<file path="src/rtl/add16_vector_source.sv">
// Self-test vector source for the 16-bit adder: four fixed corner vectors,
// then LFSR-driven operands, each with a registered (a + b) mod 2^16.
module add16_vector_source #(
    parameter int unsigned NUM_VECTORS = 256,
    parameter logic [15:0] SEED_A      = 16'hACE1,
    parameter logic [15:0] SEED_B      = 16'h1D2C
) (
    input  logic        clk,
    input  logic        rst_n,
    input  logic        start,
    input  logic        ready,
    output logic        valid,
    output logic [15:0] a,
    output logic [15:0] b,
    output logic [15:0] expected,
    output logic [15:0] index,
    output logic        busy,
    output logic        done
);

    localparam int unsigned DW         = 16;
    localparam logic [DW-1:0] LAST_IDX   = DW'(NUM_VECTORS - 1);
    localparam logic [DW-1:0] TAPS       = 16'hB400;
    localparam logic [DW-1:0] SEED_A_EFF = (SEED_A == '0) ? DW'(1) : SEED_A;
    localparam logic [DW-1:0] SEED_B_EFF = (SEED_B == '0) ? DW'(1) : SEED_B;

    typedef enum logic [1:0] {
        IDLE = 2'd0,
        RUN  = 2'd1,
        DONE = 2'd2
    } state_t;

    state_t        state_q, state_d;
    logic          valid_q, valid_d;
    logic          busy_q, busy_d;
    logic          done_q, done_d;
    logic [DW-1:0] a_q, a_d;
    logic [DW-1:0] b_q, b_d;
    logic [DW-1:0] expected_q, expected_d;
    logic [DW-1:0] index_q, index_d;
    logic [DW-1:0] lfsr_a_q, lfsr_a_d;
    logic [DW-1:0] lfsr_b_q, lfsr_b_d;
    logic          load;
    logic [DW-1:0] load_idx;

    // Galois right-shift step.
    function automatic logic [DW-1:0] lfsr_step(input logic [DW-1:0] s);
        return (s >> 1) ^ (s[0] ? TAPS : '0);
    endfunction

    // The LFSR registers always hold the operands of the next LFSR vector;
    // they step when that vector is loaded into the output registers.
    always_comb begin
        state_d    = state_q;
        valid_d    = valid_q;
        busy_d     = busy_q;
        done_d     = done_q;
        a_d        = a_q;
        b_d        = b_q;
        expected_d = expected_q;
        index_d    = index_q;
        lfsr_a_d   = lfsr_a_q;
        lfsr_b_d   = lfsr_b_q;
        load       = 1'b0;
        load_idx   = '0;

        case (state_q)
            IDLE, DONE: begin
                if (start) begin
                    state_d  = RUN;
                    valid_d  = 1'b1;
                    busy_d   = 1'b1;
                    done_d   = 1'b0;
                    lfsr_a_d = SEED_A_EFF;
                    lfsr_b_d = SEED_B_EFF;
                    load     = 1'b1;
                    load_idx = '0;
                end
            end
            RUN: begin
                if (valid_q && ready) begin
                    if (index_q == LAST_IDX) begin
                        state_d = DONE;
                        valid_d = 1'b0;
                        busy_d  = 1'b0;
                        done_d  = 1'b1;
                    end else begin
                        load     = 1'b1;
                        load_idx = index_q + DW'(1);
                    end
                end
            end
            default: state_d = IDLE;
        endcase

        if (load) begin
            index_d = load_idx;
            case (load_idx)
                16'd0: begin a_d = 16'h0000; b_d = 16'h0000; end
                16'd1: begin a_d = 16'hFFFF; b_d = 16'h0001; end
                16'd2: begin a_d = 16'h7FFF; b_d = 16'h0001; end
                16'd3: begin a_d = 16'h8000; b_d = 16'h8000; end
                default: begin
                    a_d      = lfsr_a_q;
                    b_d      = lfsr_b_q;
                    lfsr_a_d = lfsr_step(lfsr_a_q);
                    lfsr_b_d = lfsr_step(lfsr_b_q);
                end
            endcase
            expected_d = a_d + b_d;
        end
    end

    always_ff @(posedge clk or negedge rst_n) begin
        if (!rst_n) begin
            state_q    <= IDLE;
            valid_q    <= 1'b0;
            busy_q     <= 1'b0;
            done_q     <= 1'b0;
            a_q        <= '0;
            b_q        <= '0;
            expected_q <= '0;
            index_q    <= '0;
            lfsr_a_q   <= SEED_A_EFF;
            lfsr_b_q   <= SEED_B_EFF;
        end else begin
            state_q    <= state_d;
            valid_q    <= valid_d;
            busy_q     <= busy_d;
            done_q     <= done_d;
            a_q        <= a_d;
            b_q        <= b_d;
            expected_q <= expected_d;
            index_q    <= index_d;
            lfsr_a_q   <= lfsr_a_d;
            lfsr_b_q   <= lfsr_b_d;
        end
    end

    assign valid    = valid_q;
    assign busy     = busy_q;
    assign done     = done_q;
    assign a        = a_q;
    assign b        = b_q;
    assign expected = expected_q;
    assign index    = index_q;

endmodule
</file>
<file path="config.mk">
export PLATFORM = sky130hd
export DESIGN_NAME = add16_vector_source
export DESIGN_NICKNAME = d
export VERILOG_FILES = /design/src/rtl/add16_vector_source.sv
export SDC_FILE = /design/constraint.sdc
export NUM_CORES = 1
export LEC_CHECK = 0
export ABC_CLOCK_PERIOD_IN_PS = 5700
export CAP_MARGIN = 20
export CORE_UTILIZATION = 45
export DETAILED_ROUTE_END_ITERATION = 10
export PLACE_DENSITY = 0.68
export SYNTH_ARGS = -nofsm -noshare
export SYNTH_HDL_FRONTEND = slang
export SYNTH_SLANG_ARGS = --single-unit
</file>
<file path="constraint.sdc">
create_clock -name clk -period 5.7 [get_ports clk]
set_input_delay 0.855 -clock clk [delete_from_list [all_inputs] [get_ports clk]]
set_output_delay 0.855 -clock clk [all_outputs]
set_load 0.03 [all_outputs]
</file>
==> reports/qor.yml <==
drive_gt1_frac: 0.0909
die_width_um: 110
fillers: 982
grt_max_degree: 61
clk_path_buf_depth: 2
arrival_ps: 5470
ys_types: 52
grt_overflow: 0
grt_pass1_vias: 4118
post-route-period-util: 0.927
syn-instance-count: 550
cts_buffers: 9
end_kind: "flop"
cts_setup_buffers: 0
num_vias: 4116
critPathKind: "flop to flop"
hp-class: "flop to flop"
synth_top_area_cell: "dfrtp_1"
maxSlewHeadroom: 0.387
grt_usage: 0.226
period_needed_ps: 5280
grt_pass1_wl_mm: 20.7
synth.area.top_cells: "dfrtp_1 41%, dfstp_2 7.6%, a21o_1 5.5%"
syn_nets: 571
maxCapViolations: 0
startpoint_type: "flop"
hold_viol: 0
grt_antenna_before_repair: 0
max_freq_mhz: 189
post-synth-top-count-cell: "dfrtp_1"
power_density_nw_per_um2: 448
cp_max_fo: 60
cts_sinks: 100
multi_input_area_um2: 2470
path_clk_slew_ps: 70
worst_pin_slew_ps: 920
stdcell_area_um2: 6270
seq_area_um2: 2520
setup_violations: 0
status: "finished, final reports clean"
drtPass1Iterations: 4
port_buffers: 70
dp_hpwl_mm: 8.53
root_buffer: "clkbuf_16"
detail_route.iter0.violations: 253
peakVddDrop_v: 0.000250
ys_seq_area_frac: 0.484
required_ps: 5890
die_area_um2: 12000
globalplace.congestion: 0.824
yosysWarnings: 0
ys_async_sr_fraction: 1.00
wl_mm: 12.3
htreeDepth: 3
ant_nets: 0
synth_seq_cells: 100
synthTopCellsByCount: "85 x dfrtp_1, 74 x nand2_1, 42 x o21ai_0, 39 x nor2_1, 38 x a21o_1"
slew_viol_final: 0
fin_skew_ps: 6.13
pin_count: 71
clk_latency_ps: 340
avgViaCountPerCell: 5.52
leakage_nw: 3.00
nNetsFinal: 621
fp.coreArea_um2: 11100
synth.avg_cell_area_um2: 9.47
cts_tree: "yes"
areaGrowthSynthToFinish_pct: 20.5
fp.dieH_um: 110
routedWlPerCell_um: 16.5
drc_errors: 0
setup_tns_ps: 0
place_area_um2: 5950
grt_setup_unrepaired: "false"
synth_top_cell_area_share: 0.408
syn-cell-area_um2: 5210
rows: 38
start_util: 0.470
diodes: 0
synthFlopType: "dfrtp_1"
synth-edff-count: 0
-- sequential cells by signal, indices dropped and copies added, names as in the netlist --
signal and count:
a 16, b 16, expected 16, index 16
lfsr_a_q 16, lfsr_b_q 16, state_q 2, busy 1
done 1
-- timing repair --
action	4_1_cts	5_1_grt
gates resized for setup	0	1
hold buffers	0	0
setup endpoints to repair	0	2
-- layout by cell type, fill, tap and decap left out, drive strengths merged, types with 15 or more instances in the layout --
cell,synthesis,final
dfrtp,85,85
ha,16,16
nor2,41,41
clkdlybuf4s50,0,69
dfstp,15,15
nand2,74,74
a21oi,30,30
o21ai,49,49
nand3,17,17
nor3,17,17
a21o,38,38
-- cell families (layout without fill, tap and decap cells) --
logic type      count (synthesis)  in the layout  share of synthesized area
compound gates                157            157                      0.192
xor+xnor                       23             23                     0.0387
fa+ha+maj                      17             17                     0.0423
buf+inv                        48            103                     0.0440
flops                         100            100                      0.484
mux                             5              5                     0.0101
simple gates                  200            200                      0.189
-- worst max-delay path, stage by stage (launching register included) --
cell	delay, ps
dfrtp_1	570
ha_1	370
nand4_4	180
nor4_4	380
a31oi_1	130
or4_1	550
buf_4	230
nor2b_4	150
buf_4	300
and2_4	240
ha_1	330
o21a_1	200
nor2_1	170
a211oi_1	100
o31ai_1	460
a21oi_1	170
o41ai_1	350
xnor2_1	160
o21ai_0	80
-- layer usage --
layer	share of wire	wire (um)	global-route usage
met5	0	0	0
met4	0.014	168	0.0543
met3	0.046	571	0.0605
met2	0.47	5740	0.367
met1	0.47	5820	0.300
-- power by group --
group	switching, mW	internal (mW)	leakage, nW
Clock	0.257	0.396	0.153
Combinational	0.724	0.446	1.53
Sequential	0.118	0.870	1.32
-- final timing paths --
kind | cells after the start | slack (ps) | from | to
min in group asynchronous | 1 | 510 | rst_n | index[5]
min reg2reg | 1 | 470 | lfsr_b_q[7] | lfsr_b_q[7]
max in group asynchronous | 2 | 4060 | rst_n | lfsr_a_q[9]
max | 18 | 420 | index[0] | expected[15]
max reg2reg | 18 | 420 | index[0] | expected[15]
min | 1 | 470 | lfsr_b_q[7] | lfsr_b_q[7]
-- layout make-up --
cell class | count | share of cell area
multi-input cells | 402 | 0.393
repair buffers | 78 | 0.121
clock buffers | 12 | 0.0393
flip-flops and latches | 100 | 0.402
clock inverters | 4 | 0.0116
well taps | 140 | 0.0279
inverters | 9 | 0.00538
-- metrics by stage --
stage          hold WS, ps  power (mW)   util  cells  setup WS (ps)
2_1_floorplan          441        1.74      -    550            744
3_3_place_gp           454        2.16  0.537    729            668
3_5_place_dp           458        2.17  0.537    729            432
4_1_cts                473        2.84  0.566    745            353
5_1_grt                491        2.97  0.566    745           6.63
6_report               471        2.81  0.566    745            415
No activity file was read; power rests on OpenSTA's default activity.
==> RTL change, RTL diff (config.mk and constraints unchanged) <==
Change the parameter `NUM_VECTORS` from 256 to 128.
--- a/src/rtl/add16_vector_source.sv
+++ b/src/rtl/add16_vector_source.sv
@@ -3,3 +3,3 @@
 module add16_vector_source #(
-    parameter int unsigned NUM_VECTORS = 256,
+    parameter int unsigned NUM_VECTORS = 128,
     parameter logic [15:0] SEED_A      = 16'hACE1,
Check against the original RTL: same outputs for any inputs over 10 cycles, from zero or initial values and one cycle with rst_n low; that may be too few to reach the edited logic, so the function may still have changed.
==> RTL change against the unedited design <==
Final area up 1.8%. Count of clock-buffer cells in the layout decreased by 1. Total power rose by 27%. Setup slack better by 0.052 ns. Sequential cell count unchanged. Utilization shrank 0.95 points. Combinational power up 44%. Wire length up 5.8%. Non-clock buffer count up 2. Area after synthesis grew 1.8%.
==> RTL change: results (changes against the unedited design) <==
| Metric | Value |
|---|---|
| Status | `complete, no violations` |
| Drt wl/cell | `17.9 um (+8.3%)` |
| Sequential fraction of the synthesis area | `0.476 (-0.00835)` |
| Layout cells sized above 1 | `0.0974 (+0.00653)` |
| Fillcell total | `1011 (+3.0%)` |
| Final-layout clock buffer total | `11 (-1)` |
| Inverters | `8 (-1)` |
| Core Rows | `39 (+2.6%)` |
| Worst-Margin Slew | `1.05 ns (+0.126 ns)` |
| Crit-path max cell delay | `0.64 ns (+0.07 ns)` |
| Nets | `601 (-3.2%)` |
| Combinational share of power | `0.472 (+0.056)` |
| NetSw | `1.46 mW (+33%)` |
| Pwr dens | `558 nW/um^2 (+24%)` |
| Clock group | `628 uW (-4.0%)` |
| Flop2flop setup slack | `0.47 ns (+0.05 ns)` |
| Non-CTS buffers | `80 (+2.6%)` |
| Pre-CTS WS | `0.533 ns (+0.101 ns)` |
| Top class by area | `multi-input combinational cells` |
| GP Congestion | `0.942 (+14%)` |
| Via density | `5.90 (+6.8%)` |
| #MultiIn Comb | `381 (-5.2%)` |
| GRT Overall Usage | `0.223 (-0.00315)` |
| Sequential share of cell area | `0.395 (-0.00701)` |
| Clock power share | `0.176 (-0.056)` |
| Inst Count DP | `711 (-2.5%)` |
| Final std cells w/o fill | `728 (-2.3%)` |
| Distinct cells, synth | `57 (+9.6%)` |
| Worst r2r path cells | `17 (-1)` |
| CP max-delay cell | `a2111oi_0` |
| First-pass GRT wire length | `21500 um (+3.9%)` |
| Cells after synthesis | `533 (-3.1%)` |
| CP top delay family | `compound AO/OA/AOI/OAI gates` |
| Pleak | `2.89 nW (-3.7%)` |
| Largest net degree at the start of global routing | `63 (+3.3%)` |
| Hold Path End | `expected[10]` |
| Multi-input gate area | `2550 um^2 (+3.5%)` |
| Skew final | `0.00918 ns (+0.00305 ns)` |
| Number of global-route vias before repair | `4061 (-1.4%)` |
## RTL change: changes by cell type in the layout (fill, tap and decap cells not counted), moves of 9 or more
cell / change
nand2_1: -29
a221o_1: +16
a21oi_1: -17
a22o_1: +22
o21ai_0: +9
a21o_1: -25
## RTL change: logic make-up after synthesis
logic type               synth area share
AO/OA/AOI/OAI                       0.225
XOR/XNOR                           0.0380
adder cells (fa/ha/maj)            0.0416
buffers and inverters              0.0458
flip-flops                          0.476
multiplexers                       0.0113
AND/OR/NAND/NOR                     0.163
## RTL change: worst max-delay path by stage
stage	to	cells after the start	slack, ns
after floorplan	expected[15]	20	0.79
after global placement	expected[14]	17	0.87
after detailed placement	expected[14]	17	0.53
after CTS	expected[14]	17	0.51
after global routing	expected[14]	18	0.04
final	expected[14]	17	0.47
## RTL change: worst register-to-register path: stages (launching register included)
cell and delay (ns):
dfrtp_1 0.50, ha_1 0.36, inv_1 0.16, nor4_4 0.43, mux2i_1 0.36, nor4_4 0.10
a21oi_2 0.35, or2_2 0.45, a21o_1 0.18, ha_1 0.24, fa_1 0.25, a21o_1 0.15
a21boi_0 0.12, o21ai_0 0.32, a31oi_1 0.21, a2111oi_0 0.64, nor3_1 0.09, o31ai_1 0.24
## RTL change: per-layer routing
| metal | vias to the layer above | part of all wire | GRT usage | wire, um |
|---|---|---|---|---|
| li1 | 2031 | - | - | - |
| met1 | 2147 | 0.49 | 0.327 | 6320 |
| met2 | 101 | 0.46 | 0.329 | 5980 |
| met3 | 15 | 0.040 | 0.0445 | 516 |
| met4 | 0 | 0.014 | 0.0720 | 184 |
| met5 | - | 0 | 0 | 0 |
